### src/rtl/dmem_access_ctrl_pkg.sv
// rtl/dmem_access_ctrl_pkg.sv - shared state encoding and widths for the memory-stage sequencer
package dmem_access_ctrl_pkg;

    localparam int unsigned DW_DEFAULT = 16;
    localparam int unsigned CNT_W      = 16;

    typedef enum logic [2:0] {
        ST_IDLE = 3'd0,
        ST_REQ  = 3'd1,
        ST_WAIT = 3'd2,
        ST_DONE = 3'd3,
        ST_HALT = 3'd4
    } state_t;

    function automatic logic in_access(input state_t s);
        return (s == ST_REQ) || (s == ST_WAIT);
    endfunction

endpackage

### src/rtl/sat_counter.sv
// rtl/sat_counter.sv - saturating up-counter with synchronous clear and enable
module sat_counter
    import dmem_access_ctrl_pkg::*;
(
    input  logic             clk_i,
    input  logic             rst_ni,
    input  logic             clr_i,
    input  logic             en_i,
    output logic [CNT_W-1:0] cnt_o
);

    logic [CNT_W-1:0] cnt_q, cnt_d;

    // Clear wins over enable so a new access always starts from zero.
    always_comb begin
        cnt_d = cnt_q;
        if (clr_i) begin
            cnt_d = '0;
        end else if (en_i && (cnt_q != '1)) begin
            cnt_d = cnt_q + 1'b1;
        end
    end

    always_ff @(posedge clk_i or negedge rst_ni) begin
        if (!rst_ni) begin
            cnt_q <= '0;
        end else begin
            cnt_q <= cnt_d;
        end
    end

    assign cnt_o = cnt_q;

endmodule

### src/rtl/dmem_access_ctrl.sv
// rtl/dmem_access_ctrl.sv - MEM-stage sequencer between EX/MEM and the multi-cycle data cache
module dmem_access_ctrl
    import dmem_access_ctrl_pkg::*;
#(
    parameter int unsigned DW        = DW_DEFAULT,
    parameter int unsigned TO_CYCLES = 255
) (
    input  logic             clk,
    input  logic             rst,
    input  logic             mem_en_ex_mem,
    input  logic             mem_wr_ex_mem,
    input  logic [DW-1:0]    addr_ex_mem,
    input  logic [DW-1:0]    wdata_ex_mem,
    input  logic             halt_ex_mem,
    input  logic             dc_rdy,
    input  logic             dc_done,
    input  logic             dc_err,
    input  logic [DW-1:0]    dc_rdata,
    output logic             dc_req,
    output logic             dc_wr,
    output logic [DW-1:0]    dc_addr,
    output logic [DW-1:0]    dc_wdata,
    output logic [DW-1:0]    rdata_mem,
    output logic             stall_pipe,
    output logic             bubble_mem_wb,
    output logic             err,
    output logic             halted,
    output logic [CNT_W-1:0] stall_cnt
);

    localparam logic [CNT_W-1:0] TO_LAST = CNT_W'(TO_CYCLES - 1);

    state_t           state_q, state_d;
    logic             err_q, err_d;
    logic             halted_q, halted_d;
    logic [DW-1:0]    rdata_q, rdata_d;
    logic [CNT_W-1:0] to_cnt;
    logic             req_c, stall_c;
    logic             issue, in_acc, to_hit;

    assign in_acc = in_access(state_q);
    assign issue  = (state_q == ST_IDLE) && mem_en_ex_mem && !halt_ex_mem;
    // The counter holds the number of REQ/WAIT cycles already finished, so
    // hitting TO_LAST means this is the TO_CYCLES-th such cycle.
    assign to_hit = in_acc && (to_cnt == TO_LAST);

    always_comb begin
        state_d  = state_q;
        err_d    = err_q;
        halted_d = halted_q;
        rdata_d  = rdata_q;
        req_c    = 1'b0;
        stall_c  = 1'b0;
        case (state_q)
            ST_IDLE: begin
                if (halt_ex_mem) begin
                    stall_c  = 1'b1;
                    halted_d = 1'b1;
                    state_d  = ST_HALT;
                end else if (mem_en_ex_mem) begin
                    req_c   = 1'b1;
                    stall_c = 1'b1;
                    state_d = dc_rdy ? ST_WAIT : ST_REQ;
                end
            end
            ST_REQ: begin
                req_c   = 1'b1;
                stall_c = 1'b1;
                if (to_hit) begin
                    err_d    = 1'b1;
                    halted_d = 1'b1;
                    state_d  = ST_HALT;
                end else if (dc_rdy) begin
                    state_d = ST_WAIT;
                end
            end
            ST_WAIT: begin
                stall_c = 1'b1;
                if (to_hit || (dc_done && dc_err)) begin
                    err_d    = 1'b1;
                    halted_d = 1'b1;
                    state_d  = ST_HALT;
                end else if (dc_done) begin
                    if (!mem_wr_ex_mem) begin
                        rdata_d = dc_rdata;
                    end
                    state_d = ST_DONE;
                end
            end
            ST_DONE: begin
                state_d = ST_IDLE;
            end
            ST_HALT: begin
                stall_c = 1'b1;
            end
            default: begin
                state_d = ST_IDLE;
            end
        endcase
    end

    always_ff @(posedge clk or negedge rst) begin
        if (!rst) begin
            state_q  <= ST_IDLE;
            err_q    <= 1'b0;
            halted_q <= 1'b0;
            rdata_q  <= '0;
        end else begin
            state_q  <= state_d;
            err_q    <= err_d;
            halted_q <= halted_d;
            rdata_q  <= rdata_d;
        end
    end

    sat_counter u_to_cnt (
        .clk_i  (clk),
        .rst_ni (rst),
        .clr_i  (issue),
        .en_i   (in_acc),
        .cnt_o  (to_cnt)
    );

    sat_counter u_stall_cnt (
        .clk_i  (clk),
        .rst_ni (rst),
        .clr_i  (1'b0),
        .en_i   (in_acc && stall_c),
        .cnt_o  (stall_cnt)
    );

    // Gating with rst drops the request the instant reset asserts, even
    // though IDLE with mem_en would otherwise raise it combinationally.
    assign dc_req        = rst && req_c;
    assign stall_pipe    = rst && stall_c;
    assign bubble_mem_wb = stall_pipe;
    assign dc_wr         = dc_req && mem_wr_ex_mem;
    assign dc_addr       = dc_req ? addr_ex_mem : '0;
    assign dc_wdata      = dc_req ? wdata_ex_mem : '0;
    assign rdata_mem     = rdata_q;
    assign err           = err_q;
    assign halted        = halted_q;

endmodule

### config.mk
export PLATFORM = sky130hd
export DESIGN_NAME = dmem_access_ctrl
export DESIGN_NICKNAME = d
export VERILOG_FILES = /design/src/rtl/dmem_access_ctrl_pkg.sv /design/src/rtl/sat_counter.sv /design/src/rtl/dmem_access_ctrl.sv
export SDC_FILE = /design/constraint.sdc
export NUM_CORES = 1
export LEC_CHECK = 0
export ABC_AREA = 1
export CAP_MARGIN = 10
export CORE_ASPECT_RATIO = 1.25
export CORE_MARGIN = 4
export CORE_UTILIZATION = 39
export DETAILED_ROUTE_END_ITERATION = 16
export PLACE_DENSITY_LB_ADDON = 0.05
export SLEW_MARGIN = 20
export SYNTH_ARGS = -nofsm -noshare
export SYNTH_HDL_FRONTEND = slang
export SYNTH_SLANG_ARGS = --single-unit
### constraint.sdc
create_clock -name clk -period 3.3 [get_ports clk]
set_input_delay 0.66 -clock clk [delete_from_list [all_inputs] [get_ports clk]]
set_output_delay 0.66 -clock clk [all_outputs]
set_load 0.01 [all_outputs]
==> impl_metrics.csv, run 1 <==
group,metric,value,unit
synthesis,yosysSeqAreaShare,40.7,%
floorplan,rows,37,
floorplan,ioPinCount,126,
drt,num_vias,3095,
global_route,antenna_found_initial,0,
cts,cts_root_buffer,"clkbuf_8",
synthesis,ys_seq_elements,53,
finish,drive_gt1_share,8.88,%
finish,area_delta_synth_final,42.8,%
power_and_ir_drop,p_int,1040,µW
placed_design,dp_hpwl,6.59,mm
timing,fmax,321,MHz
placed_design,post-place-ws,0.182,ns
timing,hold_viol_final,0,
synthesis,synth-async-reset-ratio,100,%
timing,fin_crit_sh,94.3,%
drt,wl_met3,442,µm
setup_path,end_kind,"primary output",
setup_path,critical_path.most_common_cell,"clkdlybuf4s50_1",
power_and_ir_drop,swShare,30.1,%
cts,htreeDepth,2,
drt,wl_per_cell,12.9,µm
drt,first_pass_iters,4,
synthesis,ys.warnings.count,0,
power_and_ir_drop,leakage,0.00221,µW
drt,top_layer,"met4",
timing,whs,0.490,ns
setup_path,required,2.64,ns
floorplan,die_w,89.8,µm
synthesis,syn_inst,437,
floorplan,dieArea,9890,µm²
placed_design,placed_cell_area,4560,µm²
drt,route.met2.wl,4.49,mm
power_and_ir_drop,vdd_ir_drop_max,0.282,mV
timing,tightest_slew,0.698,ns
drt,wl_met1,3.40,mm
finish,nFillCells,775,
timing,rsz0062_at_grt,"no",
global_route,grt_pass1_wl,13.5,mm
setup_path,path_max_fanout,33,
synthesis,synth_cell_types,38,
setup_path,crit_path_start_kind,"input pin",
synthesis,syn_area,3260,µm²
drt,drt-vias-per-instance,4.69,
synthesis,synth_nets,496,
global_route,grt_pass1_vias,2858,
finish,multi_input_area,1500,µm²
timing,fin_tns_setup,0,ns
timing,setup_slack,0.189,ns
floorplan,initial_core_util,39.8,%
power_and_ir_drop,power_density,319,nW/µm²
setup_path,arrival,2.45,ns
setup_path,path_cells,"clkdlybuf4s50_1 > inv_1 > nand3_4 > a21oi_4 > inv_2 > nor2_1 > clkdlybuf4s50_1",
global_route,grt_max_degree,54,
floorplan,coreArea,8190,µm²
floorplan,fp.dieH,110,µm
run,cap_viol_max_count,0,
cts,clkTransAtPathRegs,0.09,ns
timing,setup_violations,0,
timing,maxSlewHeadroom,53.5,%
cts,clock_latency,0.31,ns
cts,cts_buffers,5,
finish,fin_area,4650,µm²
finish,final_cell_mix,"clkdlybuf4s50_1 (124), inv_1 (81), nand2_1 (81)",
power_and_ir_drop,comb_power_share,22.4,%
drt,detail-route-antenna-nets,0,
cts,cts.sinks,53,
setup_path,slowest_delay,0.58,ns
setup_path,critPathKind,"in -> out",
timing,clock_skew,0.00860,ns
timing,fin_crit,3.11,ns
min_path,hold_path_class,"reg -> reg",
power_and_ir_drop,clkPwrFrac,26.7,%
synthesis,ys.flop_type,"dfrtp_1",
outcome,status,"complete, no violations",
cts,cts_buffer_depth,2,
finish,nets,621,
drt,drtIter0Drc,137,
cts,postCtsSetupRepairBufs,0,
synthesis,synth_edf_count,0,
finish,final_common_cell,"clkdlybuf4s50_1",
power_and_ir_drop,power,1490,µW
global_route,grt_overflow,0,
power_and_ir_drop,p_sw,447,µW
setup_path,cpMaxStageDelayCell,"clkdlybuf4s50_1",
placed_design,port_buffers,125,
finish,ff_latch_area,1330,µm²
finish,diodes,0,
synthesis,avgSynthCellArea,7.46,µm²
drt,drt-total-wl,8.49,mm
drt,drc,0,
placed_design,gp_congestion,0.800,
power_and_ir_drop,seqPwrFrac,50.9,%
cts,cts_resized,0,
global_route,grt.total_usage,16.7,%
cts,cts_tree,"done",
cts,cts_hold_buf,0,
timing,drv_slew,0,
## synth_stat cells (2+ instances only)
master,n,area [µm²]
a21oi_1,2,10.0
buf_4,4,30.0
buf_6,3,33.8
dfrtp_1,53,1330
ha_1,3,37.5
inv_1,81,304
inv_2,6,22.5
nand2_1,81,304
nand2_2,13,81.3
nand3_1,24,120
nand3_2,2,20.0
nand3b_1,5,37.5
nand4_1,7,43.8
nor2_1,68,255
nor3_1,7,35.0
o21ai_0,20,100
o21ai_1,14,70.1
o21ai_2,4,35.0
o21bai_1,5,37.5
xnor2_1,2,17.5
xor2_1,16,140
## routing by layer
| metal | track usage, % | up-vias |
|---|---|---|
| met3 | 4.89 | 16 |
| met2 | 30.2 | 83 |
| met5 | 0 | - |
| li1 | - | 1593 |
| met1 | 18.8 | 1403 |
| met4 | 6.35 | 0 |
## cell families (layout without fill, tap and decap cells)
group | count (synthesis) | in the layout | share of synthesized area [%]
AOI/OAI and AO/OA | 49 | 49 | 8.99
and+or+nand+nor | 216 | 216 | 31.0
adders and majority gates | 3 | 3 | 1.15
DFF | 53 | 53 | 40.7
buffers and inverters | 98 | 224 | 13.4
xor gates and xnor gates | 18 | 18 | 4.84
## layout make-up
class | instances | share of cell area, %
clock buffers | 6 | 1.78
clock inverters | 2 | 0.296
inverters | 88 | 7.37
multi-input cells | 286 | 32.2
flip-flops and latches | 53 | 28.5
well taps | 97 | 2.61
repair buffers | 128 | 27.3
## worst max-delay path: cells and delay by family
kind	cells	cell delay, ns
AOI/OAI and AO/OA	1	0.14
buffers and inverters	4	1.40
and+or+nand+nor	2	0.24
## through the flow
step	std cells	util [%]
finish	660	56.8
global route	660	56.8
CTS	660	56.8
detailed placement	652	55.6
global placement	652	55.6
floorplan	437	-
## worst paths after layout
kind,startpoint,to,slack [ns],cells after the start
hold reg to reg,halted$_DFFE_PN0P_,halted$_DFFE_PN0P_,0.49,1
min in group asynchronous,rst,u_to_cnt.cnt_o[5]$_DFFE_PN0P_,0.52,2
setup / recovery,halt_ex_mem,dc_wdata[10],0.19,7
setup reg to reg,u_stall_cnt.cnt_o[0]$_DFFE_PN0P_,u_stall_cnt.cnt_o[11]$_DFFE_PN0P_,1.54,7
max in group asynchronous,rst,rdata_mem[7]$_DFFE_PN0P_,2.30,2
hold / removal,halted$_DFFE_PN0P_,halted$_DFFE_PN0P_,0.49,1
## flip-flops by register name (all words and copies together) (netlist names)
| signal | cells |
|---|---|
| u_stall_cnt.cnt_o | 16 |
| rdata_mem | 16 |
| state_q | 3 |
| err | 1 |
| u_to_cnt.cnt_o | 16 |
| halted | 1 |
## power groups by stage
| stage | clock, µW | sequential, µW | combinational [µW] |
|---|---|---|---|
| global route | 433 | 762 | 374 |
| global placement | 0 | 764 | 330 |
| detailed placement | 0 | 765 | 336 |
| finish | 397 | 756 | 333 |
| CTS | 414 | 754 | 339 |
| floorplan | 0 | 757 | 178 |
No activity file was read; power rests on OpenSTA's default activity.
==> inputs of run 2 (changes only) <==
--- a/config.mk
+++ b/config.mk
@@ -9,8 +9,9 @@
 export CAP_MARGIN = 10
 export CORE_ASPECT_RATIO = 1.25
 export CORE_MARGIN = 4
-export CORE_UTILIZATION = 39
+export CORE_UTILIZATION = 48
 export DETAILED_ROUTE_END_ITERATION = 16
+export GPL_ROUTABILITY_DRIVEN = 0
 export PLACE_DENSITY_LB_ADDON = 0.05
 export SLEW_MARGIN = 20
 export SYNTH_ARGS = -nofsm -noshare
==> run 2 against run 1 <==
  * Cell area down 0.65%
  * Non-clock buffer count down 1
  * First-iteration DRC count down 44%
  * Largest power group unchanged
  * Utilization up 14 points
  * Critical path type unchanged
  * Via count about the same
==> impl_metrics.csv, run 2 (synthesis gave the netlist of run 1 again) <==
group,metric,value,unit
min_path,hold_end,"halted$_DFFE_PN0P_",
timing,hold_viol_final,0,
global_route,grt_pass1_wl,13.7,mm
min_path,worstHoldStart,"halted$_DFFE_PN0P_",
min_path,hold_path_class,"reg -> reg",
power_and_ir_drop,vdd_ir_drop_max,0.331,mV
cts,cts_hold_buf,0,
finish,nFillCells,543,
finish,fin_area,4620,µm²
setup_path,r2r_cells,7,
timing,setup_slack,0.200,ns
floorplan,fp.dieH,100,µm
finish,post-route-util,70.4,%
timing,drv_slew,0,
timing,maxSlewHeadroom,50.4,%
drt,wl_per_cell,13.0,µm
power_and_ir_drop,leakage,0.00220,µW
finish,final_common_cell,"clkdlybuf4s50_1",
timing,fmax,323,MHz
run,cap_viol_max_count,0,
setup_path,arrival,2.44,ns
finish,diodes,0,
cts,cts_resized,0,
placed_design,dp_hpwl,6.62,mm
timing,fin_crit_sh,93.9,%
drt,drc,0,
global_route,grt_overflow,0,
global_route,antenna_found_initial,0,
cts,cts_root_buffer,"clkbuf_8",
outcome,status,"complete, no violations",
setup_path,end_kind,"primary output",
finish,nets,620,
timing,tightest_slew,0.743,ns
cts,htreeDepth,2,
cts,cts_buffer_depth,2,
min_path,hold_path_depth,1,
cts,clock_latency,0.30,ns
finish,ff_latch_area,1330,µm²
finish,drive_gt1_share,8.54,%
drt,drt-total-wl,8.45,mm
finish,final_cell_mix,"clkdlybuf4s50_1 (124), inv_1 (81), nand2_1 (81)",
floorplan,dieArea,8180,µm²
cts,cts_tree,"done",
setup_path,required,2.64,ns
timing,setup_violations,0,
cts,postCtsSetupRepairBufs,0,
setup_path,path_max_fanout,33,
floorplan,die_w,81.7,µm
cts,cts_buffers,5,
setup_path,reg2reg_to,"rdata_mem[8]$_DFFE_PN0P_",
drt,first_pass_iters,4,
timing,fin_crit,3.10,ns
drt,detail-route-antenna-nets,0,
floorplan,initial_core_util,49.6,%
placed_design,post-place-ws,0.177,ns
setup_path,crit_path_start_kind,"input pin",
floorplan,coreArea,6570,µm²
drt,drt-vias-per-instance,4.77,
placed_design,port_buffers,125,
global_route,grt.total_usage,21.3,%
global_route,grt_pass1_vias,2989,
placed_design,placed_cell_area,4540,µm²
timing,fin_tns_setup,0,ns
floorplan,ioPinCount,126,
drt,num_vias,3096,
cts,clkTransAtPathRegs,0.09,ns
global_route,grt_max_degree,54,
setup_path,r2r_start,"u_to_cnt.cnt_o[0]$_DFFE_PN0P_",
timing,rsz0062_at_grt,"no",
timing,whs,0.486,ns
finish,multi_input_area,1500,µm²
finish,area_delta_synth_final,41.9,%
timing,clock_skew,0.0140,ns
cts,cts.sinks,53,
setup_path,r2r_setup_slack,1.16,ns
power_and_ir_drop,power_density,316,nW/µm²
floorplan,rows,33,
drt,drtIter0Drc,77,
setup_path,critPathKind,"in -> out",
[run 2: worst max path at each step]
stage | from | endpoint | cells past startpoint
global placement | halt_ex_mem | dc_addr[4] | 7
detailed placement | halt_ex_mem | dc_wdata[11] | 7
global route | halt_ex_mem | dc_addr[15] | 7
CTS | halt_ex_mem | dc_wdata[11] | 7
finish | halt_ex_mem | dc_wdata[11] | 7
floorplan | halt_ex_mem | dc_addr[0] | 6
[run 2: cell type report]
class	instances	area share, %
Inverter	88	7.42
Clock inverter	2	0.298
Clock buffer	6	1.57
Tap cell	87	2.36
Multi-Input combinational cell	286	32.4
Sequential cell	53	28.7
Timing Repair Buffer	127	27.3
[run 2: routing by layer]
metal  vias up  wire, µm  track usage (%)
li1       1588         -                -
met1      1418      3260             23.8
met2        84      4430             38.1
met3         6       635             5.92
met4         0       119             7.42
met5         -         0                0
[run 2: critical path, cell delays in order]
cell	delay [ns]
clkdlybuf4s50_1	0.46
inv_1	0.14
nand3_4	0.10
a21oi_4	0.14
inv_2	0.21
nor2_1	0.17
clkdlybuf4s50_1	0.56
[run 2: where the power goes]
group	total (µW)	internal [µW]	switching [µW]	leakage, µW
combinational	332	174	158	0.00144
clock	374	152	222	0.0000456
sequential	754	694	60.4	0.000718
[run 2: through the flow]
| stage | total power [µW] | std cells |
|---|---|---|
| global route | 1540 | 649 |
| floorplan | 936 | 437 |
| global placement | 1090 | 641 |
| finish | 1460 | 649 |
| CTS | 1470 | 649 |
| detailed placement | 1100 | 641 |
==> inputs of run 3 (changes only) <==
--- a/config.mk
+++ b/config.mk
@@ -13,6 +13,7 @@
 export DETAILED_ROUTE_END_ITERATION = 16
 export GPL_ROUTABILITY_DRIVEN = 0
 export PLACE_DENSITY_LB_ADDON = 0.05
+export SETUP_SLACK_MARGIN = 0.1
 export SLEW_MARGIN = 20
 export SYNTH_ARGS = -nofsm -noshare
 export SYNTH_HDL_FRONTEND = slang
==> run 3 against run 2 <==
  * Critical path depth stayed put
  * Largest cell class unchanged
  * Sequential power barely moved
  * Flip-flop and latch count is the same
==> impl_metrics.csv, run 3 (synthesis gave the netlist of run 1 again) <==
group,metric,value,unit
outcome,status,"complete, no violations",
power_and_ir_drop,comb_power_share,22.7,%
cts,cts_tree,"done",
drt,wl_met1,3.26,mm
floorplan,dieArea,8180,µm²
timing,hold_viol_final,0,
drt,route.met2.wl,4.43,mm
power_and_ir_drop,vdd_ir_drop_max,0.331,mV
finish,finalNonFillerCells,649,
finish,area_delta_synth_final,41.9,%
floorplan,initial_core_util,49.6,%
timing,rsz0062_at_grt,"no",
cts,cts.sinks,53,
finish,nets,620,
drt,num_vias,3097,
drt,top_layer,"met4",
cts,cts_hold_buf,0,
floorplan,rows,33,
timing,fin_tns_setup,0,ns
power_and_ir_drop,power,1460,µW
finish,final_cell_mix,"clkdlybuf4s50_1 (124), inv_1 (81), nand2_1 (81)",
finish,drive_gt1_share,8.54,%
drt,drtIter0Drc,77,
timing,fmax,332,MHz
timing,fin_crit,3.01,ns
power_and_ir_drop,p_sw,440,µW
setup_path,required,2.64,ns
drt,detail-route-antenna-nets,0,
drt,first_pass_iters,4,
placed_design,dp_cells,641,
timing,tightest_slew,0.738,ns
timing,whs,0.486,ns
timing,fin_crit_sh,91.3,%
power_and_ir_drop,leakage,0.00220,µW
global_route,grt.total_usage,21.3,%
global_route,grt_max_degree,54,
global_route,antenna_found_initial,0,
cts,cts_root_buffer,"clkbuf_8",
drt,drt-vias-per-instance,4.77,
floorplan,ioPinCount,126,
placed_design,port_buffers,125,
setup_path,crit_path_start_kind,"input pin",
power_and_ir_drop,swShare,30.1,%
cts,clkTransAtPathRegs,0.09,ns
timing,maxSlewHeadroom,50.7,%
global_route,grt_pass1_vias,2989,
power_and_ir_drop,p_int,1020,µW
cts,cts_buffers,5,
cts,postCtsSetupRepairBufs,0,
global_route,grt_overflow,0,
drt,wl_met3,635,µm
power_and_ir_drop,clkPwrFrac,25.6,%
timing,setup_violations,0,
cts,clock_latency,0.30,ns
timing,clock_skew,0.0140,ns
drt,wl_per_cell,13.0,µm
setup_path,arrival,2.35,ns
min_path,hold_path_class,"reg -> reg",
timing,drv_slew,0,
floorplan,coreArea,6570,µm²
run,cap_viol_max_count,0,
drt,drc,0,
floorplan,fp.dieH,100,µm
placed_design,dp_hpwl,6.62,mm
cts,cts_buffer_depth,2,
setup_path,path_max_fanout,33,
setup_path,end_kind,"primary output",
drt,drt-total-wl,8.44,mm
global_route,grt_pass1_wl,13.7,mm
cts,htreeDepth,2,
finish,diodes,0,
power_and_ir_drop,power_density,316,nW/µm²
power_and_ir_drop,seqPwrFrac,51.7,%
floorplan,die_w,81.7,µm
setup_path,critPathKind,"in -> out",
finish,post-route-util,70.4,%
finish,final_common_cell,"clkdlybuf4s50_1",
[run 3: cell counts in the layout (fill, tap and decap cells not counted)]
Identical to the previous run, type by type.
[run 3: per-stage QoR]
step	setup slack (ns)	area [µm²]
after floorplan	1.16	3260
after global placement	0.229	4540
after detailed placement	0.177	4540
after CTS	0.179	4620
after global routing	0.147	4620
final	0.286	4620
[run 3: cell type report]
type	instances	area, µm²
fill	542	1940
timing repair buffer	127	1260
multi-input combinational	286	1500
clock inverter	2	13.8
tap	87	109
sequential	53	1330
inverter	88	345
clock buffer	6	72.6
[run 3: what timing repair did]
action                                 in CTS  in global routing
endpoints found under the hold margin       0                  0
setup endpoints to repair                   0                 12
resized for setup                           0                  2
[run 3: path summary, 6_finish.rpt]
path | start | end | slack (ns) | depth (start not counted)
max | halt_ex_mem | dc_wdata[11] | 0.29 | 7
min | halted$_DFFE_PN0P_ | halted$_DFFE_PN0P_ | 0.49 | 1
max reg2reg | u_to_cnt.cnt_o[0]$_DFFE_PN0P_ | rdata_mem[8]$_DFFE_PN0P_ | 1.16 | 7
min reg2reg | halted$_DFFE_PN0P_ | halted$_DFFE_PN0P_ | 0.49 | 1
max in group asynchronous | rst | halted$_DFFE_PN0P_ | 2.30 | 2
min in group asynchronous | rst | u_to_cnt.cnt_o[9]$_DFFE_PN0P_ | 0.53 | 2
[run 3: worst max-delay path, stage by stage]
cell,delay [ns]
clkdlybuf4s50_1,0.46
inv_1,0.14
nand3_4,0.10
a21oi_4,0.16
inv_4,0.14
nor2_1,0.13
clkdlybuf4s50_1,0.55
[run 3: routing by layer]
metal,vias to the layer above,global-route usage [%]
li1,1588,-
met2,84,38.1
met5,-,0
met1,1419,23.8
met3,6,5.92
met4,0,7.42
[run 3: power groups by stage]
stage | clock (µW) | sequential, µW | combinational (µW)
finish | 374 | 754 | 332
global placement | 0 | 764 | 326
global route | 413 | 764 | 368
CTS | 383 | 754 | 336
detailed placement | 0 | 766 | 332
floorplan | 0 | 757 | 178
